--- src/rtl/hps_subsys_reset_sequencer.sv ---
// HPS subsystem reset sequencer.
// Releases the EMIF, USB3.1 PHY, USB3.1 controller and fabric resets in order once the device
// is in user mode. It waits for EMIF calibration and PHY PLL lock, applies timeouts and
// automatic retries, and reports status.
module hps_subsys_reset_sequencer #(
   parameter int unsigned SETTLE_CYC    = 16,
   parameter int unsigned RST_PULSE_CYC = 64,
   parameter int unsigned EMIF_TIMEOUT  = 2000000,
   parameter int unsigned PHY_TIMEOUT   = 500000,
   parameter int unsigned MAX_RETRY     = 3,
   parameter int unsigned SYNC_STAGES   = 2
) (
   input  logic       clk_100_clk,
   input  logic       reset_reset_n,
   input  logic       ninit_done,
   input  logic       emif_cal_success,
   input  logic       emif_cal_fail,
   input  logic       usb_phy_pll_locked,
   input  logic       restart_req,
   output logic       emif_reset_n,
   output logic       usb_phy_reset_n,
   output logic       usb_ctrl_reset_n,
   output logic       fabric_reset_n,
   output logic       seq_done,
   output logic       seq_error,
   output logic [2:0] err_code,
   output logic [3:0] seq_state
);

   localparam int unsigned MaxTo   = (EMIF_TIMEOUT > PHY_TIMEOUT) ? EMIF_TIMEOUT : PHY_TIMEOUT;
   // The counter also times reset pulses and settle windows, so size it for the largest of all.
   localparam int unsigned MaxAux  = (RST_PULSE_CYC > SETTLE_CYC) ? RST_PULSE_CYC : SETTLE_CYC;
   localparam int unsigned MaxCnt  = (MaxTo > MaxAux) ? MaxTo : MaxAux;
   localparam int unsigned CntW    = $clog2(MaxCnt + 1);
   localparam int unsigned SetW    = $clog2(SETTLE_CYC + 1);
   localparam int unsigned RetryW  = (MAX_RETRY > 0) ? $clog2(MAX_RETRY + 1) : 1;

   localparam logic [CntW-1:0]   CntOne     = CntW'(1);
   localparam logic [SetW-1:0]   SetOne     = SetW'(1);
   localparam logic [RetryW-1:0] RetryOne   = RetryW'(1);
   localparam logic [CntW-1:0]   SettleLast = CntW'(SETTLE_CYC - 1);
   localparam logic [SetW-1:0]   SetLast    = SetW'(SETTLE_CYC - 1);
   localparam logic [CntW-1:0]   PulseLast  = CntW'(RST_PULSE_CYC - 1);
   localparam logic [CntW-1:0]   EmifLast   = CntW'(EMIF_TIMEOUT - 1);
   localparam logic [CntW-1:0]   PhyLast    = CntW'(PHY_TIMEOUT - 1);
   localparam logic [RetryW-1:0] MaxRetry   = RetryW'(MAX_RETRY);

   // Synchroniser reset value: ninit_done idles at 1 (device not yet in user mode).
   localparam logic [3:0] SyncRst = 4'b1000;

   typedef enum logic [3:0] {
      StWaitInit  = 4'd0,
      StEmifRst   = 4'd1,
      StEmifCal   = 4'd2,
      StPhyRst    = 4'd3,
      StPhyLock   = 4'd4,
      StCtrlRel   = 4'd5,
      StFabricRel = 4'd6,
      StRun       = 4'd7,
      StError     = 4'd8
   } state_e;

   logic [3:0]        sync_q [SYNC_STAGES];
   logic              ninit_s, cal_ok_s, cal_fail_s, locked_s;

   state_e            state_q, state_d;
   logic              enter;
   logic [CntW-1:0]   cnt_q, cnt_d;
   logic [SetW-1:0]   set_q, set_d;
   logic [RetryW-1:0] retry_q, retry_d;
   logic [2:0]        err_q, err_d;

   // Multi-flop synchroniser for all asynchronous status levels.
   always_ff @(posedge clk_100_clk or negedge reset_reset_n) begin
      if (!reset_reset_n) begin
         for (int i = 0; i < SYNC_STAGES; i++) sync_q[i] <= SyncRst;
      end else begin
         sync_q[0] <= {ninit_done, emif_cal_success, emif_cal_fail, usb_phy_pll_locked};
         for (int i = 1; i < SYNC_STAGES; i++) sync_q[i] <= sync_q[i-1];
      end
   end

   assign {ninit_s, cal_ok_s, cal_fail_s, locked_s} = sync_q[SYNC_STAGES-1];

   // Next-state, error code, retry count and cycle counters.
   always_comb begin
      state_d = state_q;
      enter   = 1'b0;
      err_d   = err_q;
      retry_d = retry_q;
      cnt_d   = cnt_q;
      set_d   = set_q;

      if (restart_req && (state_q != StRun) && (state_q != StError)) begin
         state_d = StWaitInit;
         enter   = 1'b1;
      end else begin
         case (state_q)
            StWaitInit: begin
               if (!ninit_s && (cnt_q == SettleLast)) begin
                  state_d = StEmifRst;
                  enter   = 1'b1;
               end
            end
            StEmifRst: begin
               if (cnt_q == PulseLast) begin
                  state_d = StEmifCal;
                  enter   = 1'b1;
               end
            end
            StEmifCal: begin
               // Fail beats success, and any response beats the timeout on the same cycle.
               if (cal_fail_s) begin
                  state_d = StError;
                  err_d   = 3'd1;
                  enter   = 1'b1;
               end else if (cal_ok_s) begin
                  state_d = StPhyRst;
                  enter   = 1'b1;
               end else if (cnt_q == EmifLast) begin
                  state_d = StError;
                  err_d   = 3'd2;
                  enter   = 1'b1;
               end
            end
            StPhyRst: begin
               if (cnt_q == PulseLast) begin
                  state_d = StPhyLock;
                  enter   = 1'b1;
               end
            end
            StPhyLock: begin
               if (locked_s && (set_q == SetLast)) begin
                  state_d = StCtrlRel;
                  enter   = 1'b1;
               end else if (cnt_q == PhyLast) begin
                  state_d = StError;
                  err_d   = 3'd3;
                  enter   = 1'b1;
               end
            end
            StCtrlRel: begin
               if (cnt_q == SettleLast) begin
                  state_d = StFabricRel;
                  enter   = 1'b1;
               end
            end
            StFabricRel: begin
               state_d = StRun;
               retry_d = '0;
               err_d   = 3'd0;
               enter   = 1'b1;
            end
            StRun: begin
               if (ninit_s) begin
                  state_d = StWaitInit;
                  enter   = 1'b1;
               end else if (!locked_s) begin
                  state_d = StError;
                  err_d   = 3'd4;
                  enter   = 1'b1;
               end else if (restart_req) begin
                  state_d = StWaitInit;
                  enter   = 1'b1;
               end
            end
            StError: begin
               if (retry_q < MaxRetry) begin
                  if (cnt_q == PulseLast) begin
                     retry_d = retry_q + RetryOne;
                     state_d = StWaitInit;
                     enter   = 1'b1;
                  end
               end else if (restart_req) begin
                  retry_d = '0;
                  state_d = StWaitInit;
                  enter   = 1'b1;
               end
            end
            default: begin
               state_d = StWaitInit;
               enter   = 1'b1;
            end
         endcase
      end

      // cnt restarts on every state entry; in WAIT_INIT it counts consecutive user-mode cycles,
      // and in PHY_LOCK set counts consecutive lock cycles alongside the total in cnt.
      if (enter) begin
         cnt_d = '0;
         set_d = '0;
      end else begin
         case (state_q)
            StWaitInit: cnt_d = ninit_s ? '0 : cnt_q + CntOne;
            StPhyLock: begin
               cnt_d = cnt_q + CntOne;
               set_d = locked_s ? set_q + SetOne : '0;
            end
            StRun:      cnt_d = cnt_q;
            StError:    if (retry_q < MaxRetry) cnt_d = cnt_q + CntOne;
            default:    cnt_d = cnt_q + CntOne;
         endcase
      end
   end

   // FSM state plus registered outputs decoded from the current state (one cycle behind it).
   always_ff @(posedge clk_100_clk or negedge reset_reset_n) begin
      if (!reset_reset_n) begin
         state_q          <= StWaitInit;
         cnt_q            <= '0;
         set_q            <= '0;
         retry_q          <= '0;
         err_q            <= 3'd0;
         emif_reset_n     <= 1'b0;
         usb_phy_reset_n  <= 1'b0;
         usb_ctrl_reset_n <= 1'b0;
         fabric_reset_n   <= 1'b0;
         seq_done         <= 1'b0;
         seq_error        <= 1'b0;
      end else begin
         state_q          <= state_d;
         cnt_q            <= cnt_d;
         set_q            <= set_d;
         retry_q          <= retry_d;
         err_q            <= err_d;
         emif_reset_n     <= state_q inside {StEmifCal, StPhyRst, StPhyLock, StCtrlRel,
                                             StFabricRel, StRun};
         usb_phy_reset_n  <= state_q inside {StPhyLock, StCtrlRel, StFabricRel, StRun};
         usb_ctrl_reset_n <= state_q inside {StCtrlRel, StFabricRel, StRun};
         fabric_reset_n   <= state_q inside {StFabricRel, StRun};
         seq_done         <= (state_q == StRun);
         seq_error        <= (state_q == StError);
      end
   end

   assign err_code  = err_q;
   assign seq_state = state_q;

endmodule

--- config.mk ---
export PLATFORM = sky130hd
export DESIGN_NAME = hps_subsys_reset_sequencer
export DESIGN_NICKNAME = d
export VERILOG_FILES = /design/src/rtl/hps_subsys_reset_sequencer.sv
export SDC_FILE = /design/constraint.sdc
export NUM_CORES = 1
export LEC_CHECK = 0
export ABC_AREA = 1
export CORE_ASPECT_RATIO = 0.7
export CORE_MARGIN = 2
export CORE_UTILIZATION = 54
export DETAILED_ROUTE_END_ITERATION = 16
export GPL_TIMING_DRIVEN = 0
export PLACE_DENSITY = 0.77
export SYNTH_ARGS = -nofsm -noshare
export SYNTH_HDL_FRONTEND = slang
export SYNTH_SLANG_ARGS = --single-unit
--- constraint.sdc ---
create_clock -name clk_100_clk -period 1.8 [get_ports clk_100_clk]
set_clock_uncertainty 0.1 [all_clocks]
set_input_delay 0.36 -clock clk_100_clk [delete_from_list [all_inputs] [get_ports clk_100_clk]]
set_output_delay 0.36 -clock clk_100_clk [all_outputs]
set_load 0.01 [all_outputs]
==> results by group <==
Status
  – Status: finished, violations left
  – Violated checks: negative setup slack

Clock tree
  – CTS Sinks: 49
  – Clk buf depth: 2
  – CTS tree: yes
  – CTS H-tree lvls: 2
  – Total CTS buffers: 5
  – Clk slew on worst S/H paths: roughly 100 ps
  – Clk_lat worst skew: between 300 and 400 ps
  – CTS Root Cell: clkbuf_8

Hold path
  – Worst hold path type: flip-flop to flip-flop
  – Hold endpoint: locked_s
  – Hold Crit Start: sync_q[4]
  – Hold Path Cell Cnt: 0

Global routing
  – Largest net degree at the start of global routing: 27
  – Global Route Usage Sum: 0.280
  – Vias in the first global route: ~2.8k
  – Initial antenna violation count: 0
  – First-pass GRT wire length: between 10 and 15 mm
  – GR Overflow Total: 0

Timing
  – Slew HR: 0.624
  – Post-Route Setup TNS: -4380 ps
  – Min Tclk post-route: slightly below 2000 ps
  – Worst hold slack: ~260 ps
  – Actual slew at the worst max-slew pin: approximately 560 ps
  – Fin worst setup slack: -189 ps
  – Final setup vio count: 33
  – Crit share post-route: 1.11
  – Fmax: just over 500 MHz
  – Final Max Slew Viols: 0
  – Final hold vios: 0
  – RSZ-0062 raised after global routing: true

Setup path
  – Crit path top cell by count: inv_1
  – CP cell instances: inv_1 -> nand2_2 -> nor2_4 -> buf_4 -> inv_1 -> o31ai_1 -> inv_1 -> nor2_4
  – Worst Setup Start Kind: flip-flop
  – WS Path Type: flip-flop to flip-flop
  – FF-to-FF End: set_q[4]
  – Critical-path top delay cell: dfrtp_2
  – Worst Path Max Fanout: 10
  – Largest stage delay on the critical path: ~480 ps
  – CP delay by family, top: buffers and inverters
  – Reg2reg setup slack: -190 ps
  – R2r worst-path depth: 8
  – CP endpoint kind: flip-flop
  – CP Data Required Time: between 1500 and 2000 ps
  – CP Buf/Inv Count: 4
  – Critical Path AT: roughly 2200 ps
  – Reg-to-reg critical path startpoint: seq_state[3]

Power and ir drop
  – Clk pwr share: 0.293
  – Sequential power share: 0.490
  – Internal power: roughly 1.7 mW
  – Leak: between 1.5 and 2 nW
  – Power share of the combinational group: 0.217
  – VDD IR-drop max: ~0.73 mV
  – Power density cells: around 570 nW/um^2
  – Switch share: 0.314
  – P_sw: 760 uW
  – Overall power: 2.43 mW

Synth
  – Number of synthesized flops with an enable pin: 0
  – Synthesized Nets: approximately 450
  – Share of flip-flops with an asynchronous set or reset: 1.00
  – Top FF cell, synth: dfrtp_1
  – Sequential area share after synthesis: 0.394
  – Mapped Cells: 442
  – Mean area per synthesized cell: ~7.1 sq um
  – Synth unique cells: 33
  – Synth Register Bits: 49
  – Cell Area, Synth: a little over 3000 sq um
  – Synth warn: 0

Layout
  – Layout cell share with drive strength beyond 1: 0.296
  – Fin util: 0.750
  – Final Non-Filler Cells: between 500 and 600
  – Nets: around 520
  – Final Cell Area: 4230 sq um
  – Area Overhead vs Synth: 35.6%
  – Diodes inserted: 0

Floorplanning
  – Die Y: about 68 um
  – CORE AREA: about 5600 sq um
  – Rows: 23
  – Initial core utilization: 0.553
  – I/O pins: 20
  – Die area: approximately 6400 sq um
  – Die X: 94.8 um

Placed design
  – Placed insts: 537
  – Post-Place Worst Slack: -304 ps
  – Port bufs: 19
  – Final HPWL from detailed placement: approximately 5.8 mm
  – GPL Wtd Cong: 1.04
  – Dpl cell area: between 3000 and 4000 sq um

Routing
  – DRT Pass-1 Iters: 6
  – Post-route ant nets: 0
  – Final WL: ~9.1 mm
  – Via density: between 5 and 6
  – Residual DRC: 0
  – Average wire per standard cell: 15.7 um
  – Starting DRT DRC Count: roughly 470
  – Via count: between 3k and 4k

Run
  – # Max-Cap Violations: 0
[sequential cells by signal, indices dropped and copies added (netlist names)]
name,flops
cal_fail_s,1
cal_ok_s,1
cnt_q,21
emif_reset_n,1
err_code,3
fabric_reset_n,1
locked_s,1
ninit_s,1
retry_q,2
seq_done,1
seq_error,1
seq_state,4
set_q,5
sync_q,4
usb_ctrl_reset_n,1
usb_phy_reset_n,1
[repair_timing]
action / CTS / global route
resized for setup: 46 / 66
hold endpoints to repair: 22 / 0
cloned: 2 / 0
pin swaps: 15 / 14
endpoints found under the setup margin: 37 / 37
hold buffers: 1 / 0
buffers inserted: 21 / 14
[power groups by stage]
stage                     Clock, mW  Combinational [mW]  Sequential [mW]
final                         0.710               0.527             1.19
after global routing          0.777               0.576             1.20
after CTS                     0.724               0.461             1.19
after detailed placement          0               0.383             1.20
after global placement            0               0.371             1.20
after floorplan                   0               0.230             1.21
[metal layers]
metal | up-vias | share of wire | GRT usage | routed length [um]
li1 | 1558 | - | - | -
met2 | 215 | 0.45 | 0.422 | 4090
met1 | 1520 | 0.42 | 0.404 | 3830
met5 | - | 0 | 0 | 0
met4 | 0 | 0.019 | 0.0743 | 176
met3 | 32 | 0.11 | 0.0681 | 1040
[how the worst max path moves through the flow]
stage,from,end,depth (start not counted)
finish,seq_state[3],set_q[4],8
global route,seq_state[1],cnt_q[3],9
CTS,seq_state[0],set_q[1],12
detailed placement,restart_req,set_q[1],8
global placement,reset_reset_n,sync_q[5],1
floorplan,set_q[0],set_q[3],12
[layout make-up]
cell class | count | area [sq um]
Multi-Input combinational cell | 311 | 1870
Clock inverter | 3 | 28.8
Buffer | 8 | 93.8
Sequential cell | 49 | 1240
Clock buffer | 5 | 68.8
Tap cell | 75 | 93.8
Inverter | 74 | 285
Timing Repair Buffer | 57 | 552
Fill cell | 411 | 1410
[cell usage after synthesis, types with 3 or more instances]
cell type  instances  area (sq um)
ha_1               4          50.1
dfrtp_1           47          1180
a21oi_1           10          50.1
nor3_1            12          60.1
buf_6              3          33.8
nand3_1           50           250
buf_2              5          25.0
nor2_1            56           210
inv_1             73           274
nor2_2            22           138
o21ai_0           31           155
nand2_1           81           304
o31ai_1            3          22.5
nand4_1           20           125
[layout by cell type, fill, tap and decap left out, types with 3 or more instances in the layout]
| master | instances |
|---|---|
| o21ai_1 | 4 |
| nand3_1 | 43 |
| nand3_2 | 5 |
| nand2_1 | 77 |
| a21oi_1 | 8 |
| nor2_4 | 27 |
| nor2_2 | 16 |
| nor3_1 | 8 |
| ha_2 | 3 |
| buf_4 | 33 |
| dfrtp_1 | 37 |
| nand3_4 | 4 |
| buf_12 | 4 |
| o21ai_0 | 27 |
| clkbuf_8 | 5 |
| nor3_2 | 4 |
| inv_2 | 8 |
| nand2_2 | 5 |
| nor2_1 | 37 |
| buf_6 | 4 |
| inv_1 | 64 |
| nand4_1 | 20 |
| dfrtp_2 | 10 |
| clkdlybuf4s50_1 | 16 |
[kinds of logic after synthesis]
group,share of synthesized area
compound gates,0.0983
xor+xnor,0.00562
fa+ha+maj,0.0160
buf+inv,0.108
flops,0.394
simple gates,0.378
No activity file was read; power rests on OpenSTA's default activity.
